### src/rtl/rst_req_initiator_pkg.sv
// rtl/rst_req_initiator_pkg.sv - shared types and helpers for the reset request initiator
// Purpose: FSM state encoding, counter widths and a width helper shared by the block.
// Ports: none (package).
package rst_req_initiator_pkg;

  typedef enum logic [2:0] {
    ST_IDLE = 3'd0,
    ST_REQ  = 3'd1,
    ST_REL  = 3'd2,
    ST_DONE = 3'd3,
    ST_ERR  = 3'd4
  } state_t;

  localparam int REQ_COUNT_W = 8;

  // Bits needed to hold 0..n-1; never less than one bit.
  function automatic int cnt_width(input int n);
    return (n < 2) ? 1 : $clog2(n);
  endfunction

endpackage

### src/rtl/rst_req_initiator_if.sv
// rtl/rst_req_initiator_if.sv - request sources and req/ack handshake bundle
// Purpose: groups the request inputs, the cross-domain req/ack pair and the status outputs.
// Ports (signals): btn_n, sw_req, wdt_en, wdt_kick, ack_in (to initiator);
//   req_out, busy, done_pulse, timeout_err, req_count (from initiator).
// Modports: master = the initiator, slave = its environment.
interface rst_req_initiator_if;
  import rst_req_initiator_pkg::*;

  logic                   btn_n;
  logic                   sw_req;
  logic                   wdt_en;
  logic                   wdt_kick;
  logic                   ack_in;
  logic                   req_out;
  logic                   busy;
  logic                   done_pulse;
  logic                   timeout_err;
  logic [REQ_COUNT_W-1:0] req_count;

  modport master (
    input  btn_n, sw_req, wdt_en, wdt_kick, ack_in,
    output req_out, busy, done_pulse, timeout_err, req_count
  );

  modport slave (
    output btn_n, sw_req, wdt_en, wdt_kick, ack_in,
    input  req_out, busy, done_pulse, timeout_err, req_count
  );

endinterface

### src/rtl/rst_req_initiator_btn_debounce.sv
// rtl/rst_req_initiator_btn_debounce.sv - push-button level debouncer
// Purpose: accepts a new button level only after DEBOUNCE_CYCLES consecutive cycles of
//   disagreement with the current level; reports a one-cycle pulse on each accepted fall.
// Ports: clk_in, rst_in (async, active-low), din (synchronised level),
//   dout (debounced level, resets to 1), fall_pulse (one cycle when dout goes 1->0).
module btn_debounce
  import rst_req_initiator_pkg::*;
#(
  parameter int DEBOUNCE_CYCLES = 1_000_000
) (
  input  logic clk_in,
  input  logic rst_in,
  input  logic din,
  output logic dout,
  output logic fall_pulse
);

  localparam int CW = cnt_width(DEBOUNCE_CYCLES);
  localparam logic [CW-1:0] LAST = CW'(DEBOUNCE_CYCLES - 1);

  logic [CW-1:0] cnt;

  always_ff @(posedge clk_in or negedge rst_in) begin
    if (!rst_in) begin
      cnt        <= '0;
      dout       <= 1'b1;
      fall_pulse <= 1'b0;
    end else begin
      fall_pulse <= 1'b0;
      if (din == dout) begin
        cnt <= '0;
      end else if (cnt == LAST) begin
        // This is the DEBOUNCE_CYCLES-th disagreeing cycle: accept the new level.
        cnt        <= '0;
        dout       <= din;
        fall_pulse <= ~din;
      end else begin
        cnt <= cnt + CW'(1);
      end
    end
  end

endmodule

### src/rtl/rst_req_initiator.sv
// rtl/rst_req_initiator.sv - initiator side of the 4-phase reset req/ack handshake
// Purpose: merges button, software and watchdog reset requests into one pending flag and
//   runs req/ack toward the clk_sys reset stretcher with per-edge ack timeouts.
// Ports: clk_in, rst_in (async, active-low), bus (rst_req_initiator_if.master):
//   btn_n, sw_req, wdt_en, wdt_kick, ack_in in; req_out, busy, done_pulse,
//   timeout_err, req_count out (all registered).
module rst_req_initiator
  import rst_req_initiator_pkg::*;
#(
  parameter int DEBOUNCE_CYCLES = 1_000_000,
  parameter int WDT_CYCLES      = 200_000_000,
  parameter int ACK_TIMEOUT     = 1024,
  parameter int SYNC_STAGES     = 2
) (
  input logic                  clk_in,
  input logic                  rst_in,
  rst_req_initiator_if.master  bus
);

  localparam int WW = cnt_width(WDT_CYCLES);
  localparam int TW = cnt_width(ACK_TIMEOUT);
  localparam logic [WW-1:0] WDT_LAST = WW'(WDT_CYCLES - 1);
  localparam logic [TW-1:0] TMO_LAST = TW'(ACK_TIMEOUT - 1);

  logic [SYNC_STAGES-1:0] ack_sync;
  logic [1:0]             btn_sync;
  logic                   ack_s;
  logic                   btn_level;
  logic                   btn_fall;
  logic                   press;
  logic [WW-1:0]          wdt_cnt;
  logic                   wdt_evt;
  logic                   pending;
  logic                   src;
  logic                   leave_idle;
  state_t                 state, state_next;
  logic [TW-1:0]          tmr;
  logic                   req_q, req_next;
  logic                   busy_q, done_q, terr_q;
  logic [REQ_COUNT_W-1:0] count_q;

  always_ff @(posedge clk_in or negedge rst_in) begin
    if (!rst_in) begin
      ack_sync <= '0;
      btn_sync <= 2'b11;
    end else begin
      ack_sync <= {ack_sync[SYNC_STAGES-2:0], bus.ack_in};
      btn_sync <= {btn_sync[0], bus.btn_n};
    end
  end

  assign ack_s = ack_sync[SYNC_STAGES-1];

  btn_debounce #(.DEBOUNCE_CYCLES(DEBOUNCE_CYCLES)) u_debounce (
    .clk_in     (clk_in),
    .rst_in     (rst_in),
    .din        (btn_sync[1]),
    .dout       (btn_level),
    .fall_pulse (btn_fall)
  );

  // The fall pulse is only ever raised together with a low level; qualifying keeps a
  // press from being seen while the debounced button reads released.
  assign press = btn_fall & ~btn_level;

  // Kick (or disable) wins over an expiry landing in the same cycle.
  assign wdt_evt = bus.wdt_en && !bus.wdt_kick && (wdt_cnt == WDT_LAST);

  always_ff @(posedge clk_in or negedge rst_in) begin
    if (!rst_in) begin
      wdt_cnt <= '0;
    end else if (!bus.wdt_en || bus.wdt_kick || wdt_evt) begin
      wdt_cnt <= '0;
    end else begin
      wdt_cnt <= wdt_cnt + WW'(1);
    end
  end

  assign src        = press | bus.sw_req | wdt_evt;
  assign leave_idle = (state == ST_IDLE) && (state_next != ST_IDLE);

  always_comb begin
    state_next = state;
    req_next   = req_q;
    unique case (state)
      ST_IDLE: begin
        // A stale ack still high from a previous exchange holds off the next request.
        if (pending && !ack_s) begin
          state_next = ST_REQ;
          req_next   = 1'b1;
        end
      end
      ST_REQ: begin
        if (ack_s) begin
          state_next = ST_REL;
          req_next   = 1'b0;
        end else if (tmr == TMO_LAST) begin
          state_next = ST_ERR;
          req_next   = 1'b0;
        end
      end
      ST_REL: begin
        if (!ack_s) begin
          state_next = ST_DONE;
        end else if (tmr == TMO_LAST) begin
          state_next = ST_ERR;
        end
      end
      ST_DONE: state_next = ST_IDLE;
      ST_ERR: begin
        if (!ack_s) begin
          state_next = ST_IDLE;
        end
      end
      default: begin
        state_next = ST_IDLE;
        req_next   = 1'b0;
      end
    endcase
  end

  always_ff @(posedge clk_in or negedge rst_in) begin
    if (!rst_in) begin
      state   <= ST_IDLE;
      tmr     <= '0;
      pending <= 1'b0;
      req_q   <= 1'b0;
      busy_q  <= 1'b0;
      done_q  <= 1'b0;
      terr_q  <= 1'b0;
      count_q <= '0;
    end else begin
      state   <= state_next;
      req_q   <= req_next;
      busy_q  <= (state_next != ST_IDLE);
      done_q  <= (state_next == ST_DONE);
      // A source arriving in the very cycle the FSM departs stays pending for later.
      pending <= (pending && !leave_idle) || src;
      if (state_next != state) begin
        tmr <= '0;
      end else if (tmr != TMO_LAST) begin
        tmr <= tmr + TW'(1);
      end
      if (state_next == ST_DONE) begin
        count_q <= count_q + REQ_COUNT_W'(1);
        terr_q  <= 1'b0;
      end else if (state_next == ST_ERR) begin
        terr_q  <= 1'b1;
      end
    end
  end

  assign bus.req_out     = req_q;
  assign bus.busy        = busy_q;
  assign bus.done_pulse  = done_q;
  assign bus.timeout_err = terr_q;
  assign bus.req_count   = count_q;

endmodule
### src/flat_wrapper.sv
// flat-port wrapper written by rule: the top's interface ports become plain ports
module rst_req_initiator_flat import rst_req_initiator_pkg::*;
#(
  parameter int DEBOUNCE_CYCLES = 1_000_000,
  parameter int WDT_CYCLES      = 200_000_000,
  parameter int ACK_TIMEOUT     = 1024,
  parameter int SYNC_STAGES     = 2
)
  (clk_in, rst_in, bus_btn_n, bus_sw_req, bus_wdt_en, bus_wdt_kick, bus_ack_in, bus_req_out, bus_busy, bus_done_pulse, bus_timeout_err, bus_req_count);
  rst_req_initiator_if bus_i ();
  input logic clk_in;
  input logic rst_in;
  input wire logic [$bits(bus_i.btn_n)-1:0] bus_btn_n;
  input wire logic [$bits(bus_i.sw_req)-1:0] bus_sw_req;
  input wire logic [$bits(bus_i.wdt_en)-1:0] bus_wdt_en;
  input wire logic [$bits(bus_i.wdt_kick)-1:0] bus_wdt_kick;
  input wire logic [$bits(bus_i.ack_in)-1:0] bus_ack_in;
  output wire logic [$bits(bus_i.req_out)-1:0] bus_req_out;
  output wire logic [$bits(bus_i.busy)-1:0] bus_busy;
  output wire logic [$bits(bus_i.done_pulse)-1:0] bus_done_pulse;
  output wire logic [$bits(bus_i.timeout_err)-1:0] bus_timeout_err;
  output wire logic [$bits(bus_i.req_count)-1:0] bus_req_count;
  assign bus_i.btn_n = bus_btn_n;
  assign bus_i.sw_req = bus_sw_req;
  assign bus_i.wdt_en = bus_wdt_en;
  assign bus_i.wdt_kick = bus_wdt_kick;
  assign bus_i.ack_in = bus_ack_in;
  assign bus_req_out = bus_i.req_out;
  assign bus_busy = bus_i.busy;
  assign bus_done_pulse = bus_i.done_pulse;
  assign bus_timeout_err = bus_i.timeout_err;
  assign bus_req_count = bus_i.req_count;
  rst_req_initiator #(.DEBOUNCE_CYCLES(DEBOUNCE_CYCLES), .WDT_CYCLES(WDT_CYCLES), .ACK_TIMEOUT(ACK_TIMEOUT), .SYNC_STAGES(SYNC_STAGES)) u_core (.clk_in(clk_in), .rst_in(rst_in), .bus(bus_i));
endmodule
### config.mk
export PLATFORM = sky130hd
export DESIGN_NAME = rst_req_initiator_flat
export DESIGN_NICKNAME = d
export VERILOG_FILES = /design/src/rtl/rst_req_initiator_pkg.sv /design/src/rtl/rst_req_initiator_if.sv /design/src/rtl/rst_req_initiator_btn_debounce.sv /design/src/rtl/rst_req_initiator.sv /design/src/flat_wrapper.sv
export SDC_FILE = /design/constraint.sdc
export NUM_CORES = 1
export LEC_CHECK = 0
export BUFFER_PORTS_ARGS = -buffer_cell sky130_fd_sc_hd__buf_2
export CAP_MARGIN = 30
export CELL_PAD_IN_SITES_DETAIL_PLACEMENT = 0
export CELL_PAD_IN_SITES_GLOBAL_PLACEMENT = 1
export CORE_MARGIN = 1.5
export CORE_UTILIZATION = 33
export DETAILED_ROUTE_END_ITERATION = 10
export PLACE_DENSITY_LB_ADDON = 0.2
export REMOVE_ABC_BUFFERS = 1
export SLEW_MARGIN = 25
export SYNTH_ARGS = -nofsm -noshare
export SYNTH_HDL_FRONTEND = slang
export SYNTH_HIERARCHICAL = 1
export SYNTH_SLANG_ARGS = --single-unit
### constraint.sdc
create_clock -name clk_in -period 4.95 [get_ports clk_in]
set_clock_uncertainty 0.1 [all_clocks]
set_input_delay 0.7425 -clock clk_in [delete_from_list [all_inputs] [get_ports clk_in]]
set_output_delay 0.7425 -clock clk_in [all_outputs]
set_load 0.03 [all_outputs]
* After elaboration in Yosys (flattened, before gate mapping)
Cells that the tools add are included.
Operators by class: reductions and logical operators 19, muxes and demuxes 19, multipliers 0, add/sub/neg operators 4, magnitude comparators 0, equality and inequality tests 14, bitwise logic cells 7, divide/modulo/power cells 0, shift-type cells 0
Operators by type and width (count):
- 20-bit two-way mux | 2
- 28-bit by 1-bit adder with 28-bit output, second input constant | 1
- 28-bit equality test, second input constant | 1
- 28-bit two-way mux | 1
- 20-bit by 1-bit adder with 20-bit output, second input constant | 1
- 20-bit equality test, second input constant | 1
- 10-bit two-way mux | 2
- 3-bit two-way mux | 5
- 3-bit case mux with 4 select lines | 1
- 10-bit by 1-bit adder with 10-bit output, second input constant | 1
- 10-bit equality test, second input constant | 1
- 10-bit != test, second input constant | 1
- 3-bit by 2-bit equality test with 1-bit output, second input constant | 3
- 8-bit by 1-bit adder with 8-bit output, second input constant | 1
- 1-bit two-way mux | 7
- 3-bit equality test, second input constant | 2
- 1-bit logical AND | 5
- 1-bit zero test | 4
- 1-bit inverter | 4
- 2-bit nonzero test | 2
- 3-bit by 1-bit equality test with 1-bit output, second input constant | 1
- 3-bit zero test | 1
- 1-bit logical OR | 3
- 3-bit by 1-bit != test with 1-bit output, second input constant | 1
- other kinds (10) | 11
Storage, ports and cells: bits in read-only memories 0, bits in latches 0, bits of input ports 7, logic and storage cells 77, memories 0, bits in registers 80, bits in writable memories 0, output and inout port bits 12

* Depth between registers and ports, before layout
depth in word-level cells 9, gate-level depth with buffers 6, depth with buffers taken out 5

* Cells and area by module
The synthesis kept the hierarchy.
By module, submodules not included:
- rst_req_initiator | area an instance 2895.3 sq um, times used 1, cells each 302
- btn_debounce | area an instance 1087.3 sq um, times used 1, cells each 114

* Worst setup path after synthesis
OpenSTA, ideal clock, no wires.
path type reg-to-reg, start point register u_core.u_debounce.cnt[0], end point register u_core.u_debounce.cnt[18], clock period less this slack 2.075 ns, stages on the path, launching flop included 7, arrival time 1.897 ns, buffers on the path 1, setup slack 2.875 ns, path through dfrtp_1 -> ha_1 -> nand2_1 -> or4_1 -> buf_2 -> or4_1 -> a21oi_1
Between the ends: longest elaborated chain between the ends 3, elaborated cells between the ends (all ways) 4, classes of those cells 1 x add/sub; 1 x eq/ne; 2 x mux
Ends and longest elaborated chain:
- start: declaration | line rst_req_initiator_btn_debounce.sv:21 | logic [CW-1:0] cnt;
- start signal: assignment | line rst_req_initiator_btn_debounce.sv:38 | cnt <= cnt + CW'(1);
- 20-bit by 1-bit adder with 20-bit output or 20-bit equality test (tied branches) | line rst_req_initiator_btn_debounce.sv:38, rst_req_initiator_btn_debounce.sv:32
- 20-bit two-way mux * | line rst_req_initiator_btn_debounce.sv:32 | end else if (cnt == LAST) begin
- 20-bit two-way mux * | line rst_req_initiator_btn_debounce.sv:30 | if (din == dout) begin
Every way passes the cells marked *; elsewhere a longest branch is shown, timed or not. A chain may end at the register's enable or synchronous reset.

* Final worst setup path
start point register u_core.wdt_cnt[0], end point register u_core.wdt_cnt[26]
Between the ends: longest elaborated chain between the ends 4, elaborated cells between the ends (all ways) 5, classes of those cells 1 x add/sub; 1 x eq/ne; 1 x mux; 2 x reduce/logical
Ends and longest elaborated chain:
- start: declaration | line rst_req_initiator.sv:31 | logic [WW-1:0] wdt_cnt;
- start signal: assignment | line rst_req_initiator.sv:75 | wdt_cnt <= wdt_cnt + WW'(1);
- parallel branches: the longest is 3 deep, another holds 28-bit by 1-bit adder with 28-bit output
- 28-bit two-way mux * | line rst_req_initiator.sv:72 | end else if (!bus.wdt_en || bus.wdt_kick || wdt_evt) begin
Mark *: on every way between the ends.

==> flow_summary.toml <==
[power_and_ir_drop]
p_seq_share_pct = 43.7
clkPwrFrac_pct = 43.2
p_leak_nw = 1.76
p_per_area_nw_per_um2 = 389
combPwrFrac_pct = 13.1
peakVddDrop_mv = 0.134
p_sw_share_pct = 27.7
power.switching_w = 0.000492
internal_power_w = 0.00128

[timing]
max_freq_mhz = 427
finalCritPeriodShare_pct = 47.3
fin_crit_ns = 2.34
setup-tns-final_ns = 0
hold_viol_final = 0
slew_viol_final = 0
setup_viol = 0
rsz0062_at_grt = "false"
max-slew-margin-rel_pct = 57.3
tightest_slew_ns = 0.639
fin_worst_hold_slack_ns = 0.252

[floorplan]
start_util_pct = 34.3
core_um2 = 11600
ioPinCount = 19
die_h_um = 113
die_area_um2 = 12700
fp-row-count = 39
die_w_um = 113

[cts]
root_buffer = "clkbuf_16"
clock_path_buffers = 2
cts.sinks = 80
cts.clk_slew.worst_paths_ns = 0.06
h-tree-depth = 3
insertion_delay_ns = 0.34
cts_resized = 0
postCtsHoldBufs = 0
postCtsSetupBuffers = 0
cts_tree = "built"
cts_buffers = 9

[grt]
antenna_found_initial = 0
grt_max_degree = 49
grt_pass1_wl_um = 14500
grt_overflow_total = 0
grt_usage_pct = 14.6
grt_pass1_vias = 3087

[setup_path]
cp_max_fo = 11
cp_cell_sequence = "ha_1 -> and2_0 -> nand4_1 -> or4_1 -> a21oi_1"
slowest_delay_ns = 0.63
cp_data_required_time_ns = 5.12
cpMaxStageDelayCell = "or4_1"
crit_arrival_ns = 2.51
end_kind = "register"
start_kind = "register"
critPathKind = "register to register"

[detailed_routing]
drcViolationCount = 0
vias = 3141
post_drt_wl_per_cell_um = 14.5
first_iter_violations = 179
ant_nets = 0
finalWirelength_um = 8400
vias_per_cell = 5.43
drt_pass1_iterations = 4

[logic_synthesis]
async_flop_share_pct = 100
synth_area_um2 = 3980
yosys_warnings = 6
syn_avg_cell_area_um2 = 9.57
synth_edf_count = 0
seq_area_frac_synth_pct = 50.4
ys.flop_type = "dfrtp_1"
synth_cells = 416
netlist-cell-type-count = 53
synth-seq-cells = 80

[cells_and_area]
final_nets = 441
most-common-layout-cells = "77 x dfrtp_1, 41 x nor2_1, 34 x a21oi_1"
multi_input_area_um2 = 1850
fill_cells = 1198
seq_area_um2 = 2010
final_common_cell = "dfrtp_1"
syn_to_final_growth_pct = 14.6
drive_gt1_share_pct = 12.9
diodes = 0

[place]
port_buffers = 18
hpwl_um = 5680
gp_congestion = 0.789

[run]
maxCapViolations = 0

[min_path]
min_path_type = "primary input to asynchronous set/reset pin"

[outcome]
status = "finished clean"
synthesized netlist by cell type, drive strengths merged (2+ instances only):
library cell	n	share of area [%]
o21ai	24	3.0
nand2	28	2.6
or3	14	2.3
xor2	13	2.9
and4	4	0.91
buf	6	0.75
nand3	27	3.5
clkbuf	11	1.0
a31o	2	0.44
o31ai	10	1.9
or3b	2	0.44
and2	4	0.63
nor4	5	0.94
mux2	2	0.57
xnor2	18	4.0
inv	15	1.4
nand4	17	2.7
dfstp	3	2.0
nor2b	3	0.47
ha	4	1.3
nor2	41	3.9
a21oi	34	4.3
nor3	10	1.3
nor4b	2	0.60
or4	12	2.3
dfrtp	77	48
and3	8	1.3
nand4b	2	0.44
critical path: cells and delay by family (launching register included):
family	cells	cell delay, ns
adders and majority gates	1	0.25
AOI/OAI and AO/OA	1	0.15
and+or+nand+nor	3	1.35
DFF	1	0.41
through the flow:
stage | total power [W] | area [um2] | setup slack, ns | cells | utilization (%)
2_1_floorplan | 0.000935 | 3910 | 2.62 | 399 | -
3_3_place_gp | 0.00102 | 4190 | 2.70 | 561 | 36.1
3_5_place_dp | 0.00102 | 4220 | 2.65 | 562 | 36.3
4_1_cts | 0.00181 | 4560 | 2.64 | 578 | 39.3
5_1_grt | 0.00186 | 4560 | 2.42 | 578 | 39.3
6_report | 0.00178 | 4560 | 2.61 | 578 | 39.3
kinds of logic after synthesis:
| kind of cell | Yosys count | share of synthesized area (%) |
|---|---|---|
| xor+xnor | 31 | 6.82 |
| fa+ha+maj | 4 | 1.26 |
| buf+inv | 32 | 3.20 |
| compound gates | 79 | 11.5 |
| simple gates | 187 | 26.0 |
| mux | 3 | 0.817 |
| flops | 80 | 50.4 |
per-layer routing:
metal / part of all wire [%] / wire length, um / GRT usage (%)
met5: 0 / 0 / 0
met4: 3.0 / 255 / 9.50
met3: 3.4 / 287 / 3.00
met2: 45 / 3750 / 22.6
met1: 49 / 4110 / 18.6
worst paths after layout:
kind	slack, ns	from	endpoint	cells past startpoint
max	2.61	u_core/wdt_cnt[0]$_DFF_PN0_	u_core/wdt_cnt[26]$_DFF_PN0_	5
min	0.25	rst_in	u_core/state[0]$_DFF_PN0_	1
max reg2reg	2.61	u_core/wdt_cnt[0]$_DFF_PN0_	u_core/wdt_cnt[26]$_DFF_PN0_	5
min reg2reg	0.25	u_core/ack_sync[0]$_DFF_PN0_	u_core/ack_sync[1]$_DFF_PN0_	0
max in group asynchronous	3.86	rst_in	u_core/btn_sync[0]$_DFF_PN1_	2
min in group clk_in	0.25	u_core/ack_sync[0]$_DFF_PN0_	u_core/ack_sync[1]$_DFF_PN0_	0
sequential cells by signal, summed over array words and instances, names as in the netlist:
register                      flops
u_core/wdt_cnt                   28
u_core/bus.req_count              8
u_core/u_debounce/dout            1
u_core/u_debounce/fall_pulse      1
u_core/pending                    1
u_core/ack_sync                   2
u_core/tmr                       10
u_core/state                      3
u_core/bus.done_pulse             1
u_core/bus.timeout_err            1
u_core/u_debounce/cnt            20
u_core/bus.req_out                1
u_core/bus.busy                   1
u_core/btn_sync                   2
power by group through the flow:
stage / combinational, W / sequential, W / clock, W
after floorplan: 0.000112 / 0.000822 / 0
final: 0.000233 / 0.000776 / 0.000768
after detailed placement: 0.000236 / 0.000786 / 0
after global placement: 0.000232 / 0.000786 / 0
after global routing: 0.000262 / 0.000785 / 0.000818
after CTS: 0.000237 / 0.000775 / 0.000794
area by class of cell:
| class | instances | share of cell area [%] |
|---|---|---|
| inverters | 15 | 1.23 |
| flip-flops and latches | 80 | 44.0 |
| clock inverters | 7 | 2.63 |
| well taps | 143 | 3.92 |
| repair buffers | 20 | 2.80 |
| multi-input cells | 304 | 40.5 |
| clock buffers | 9 | 4.94 |
Power figures use the tool's default switching activity.
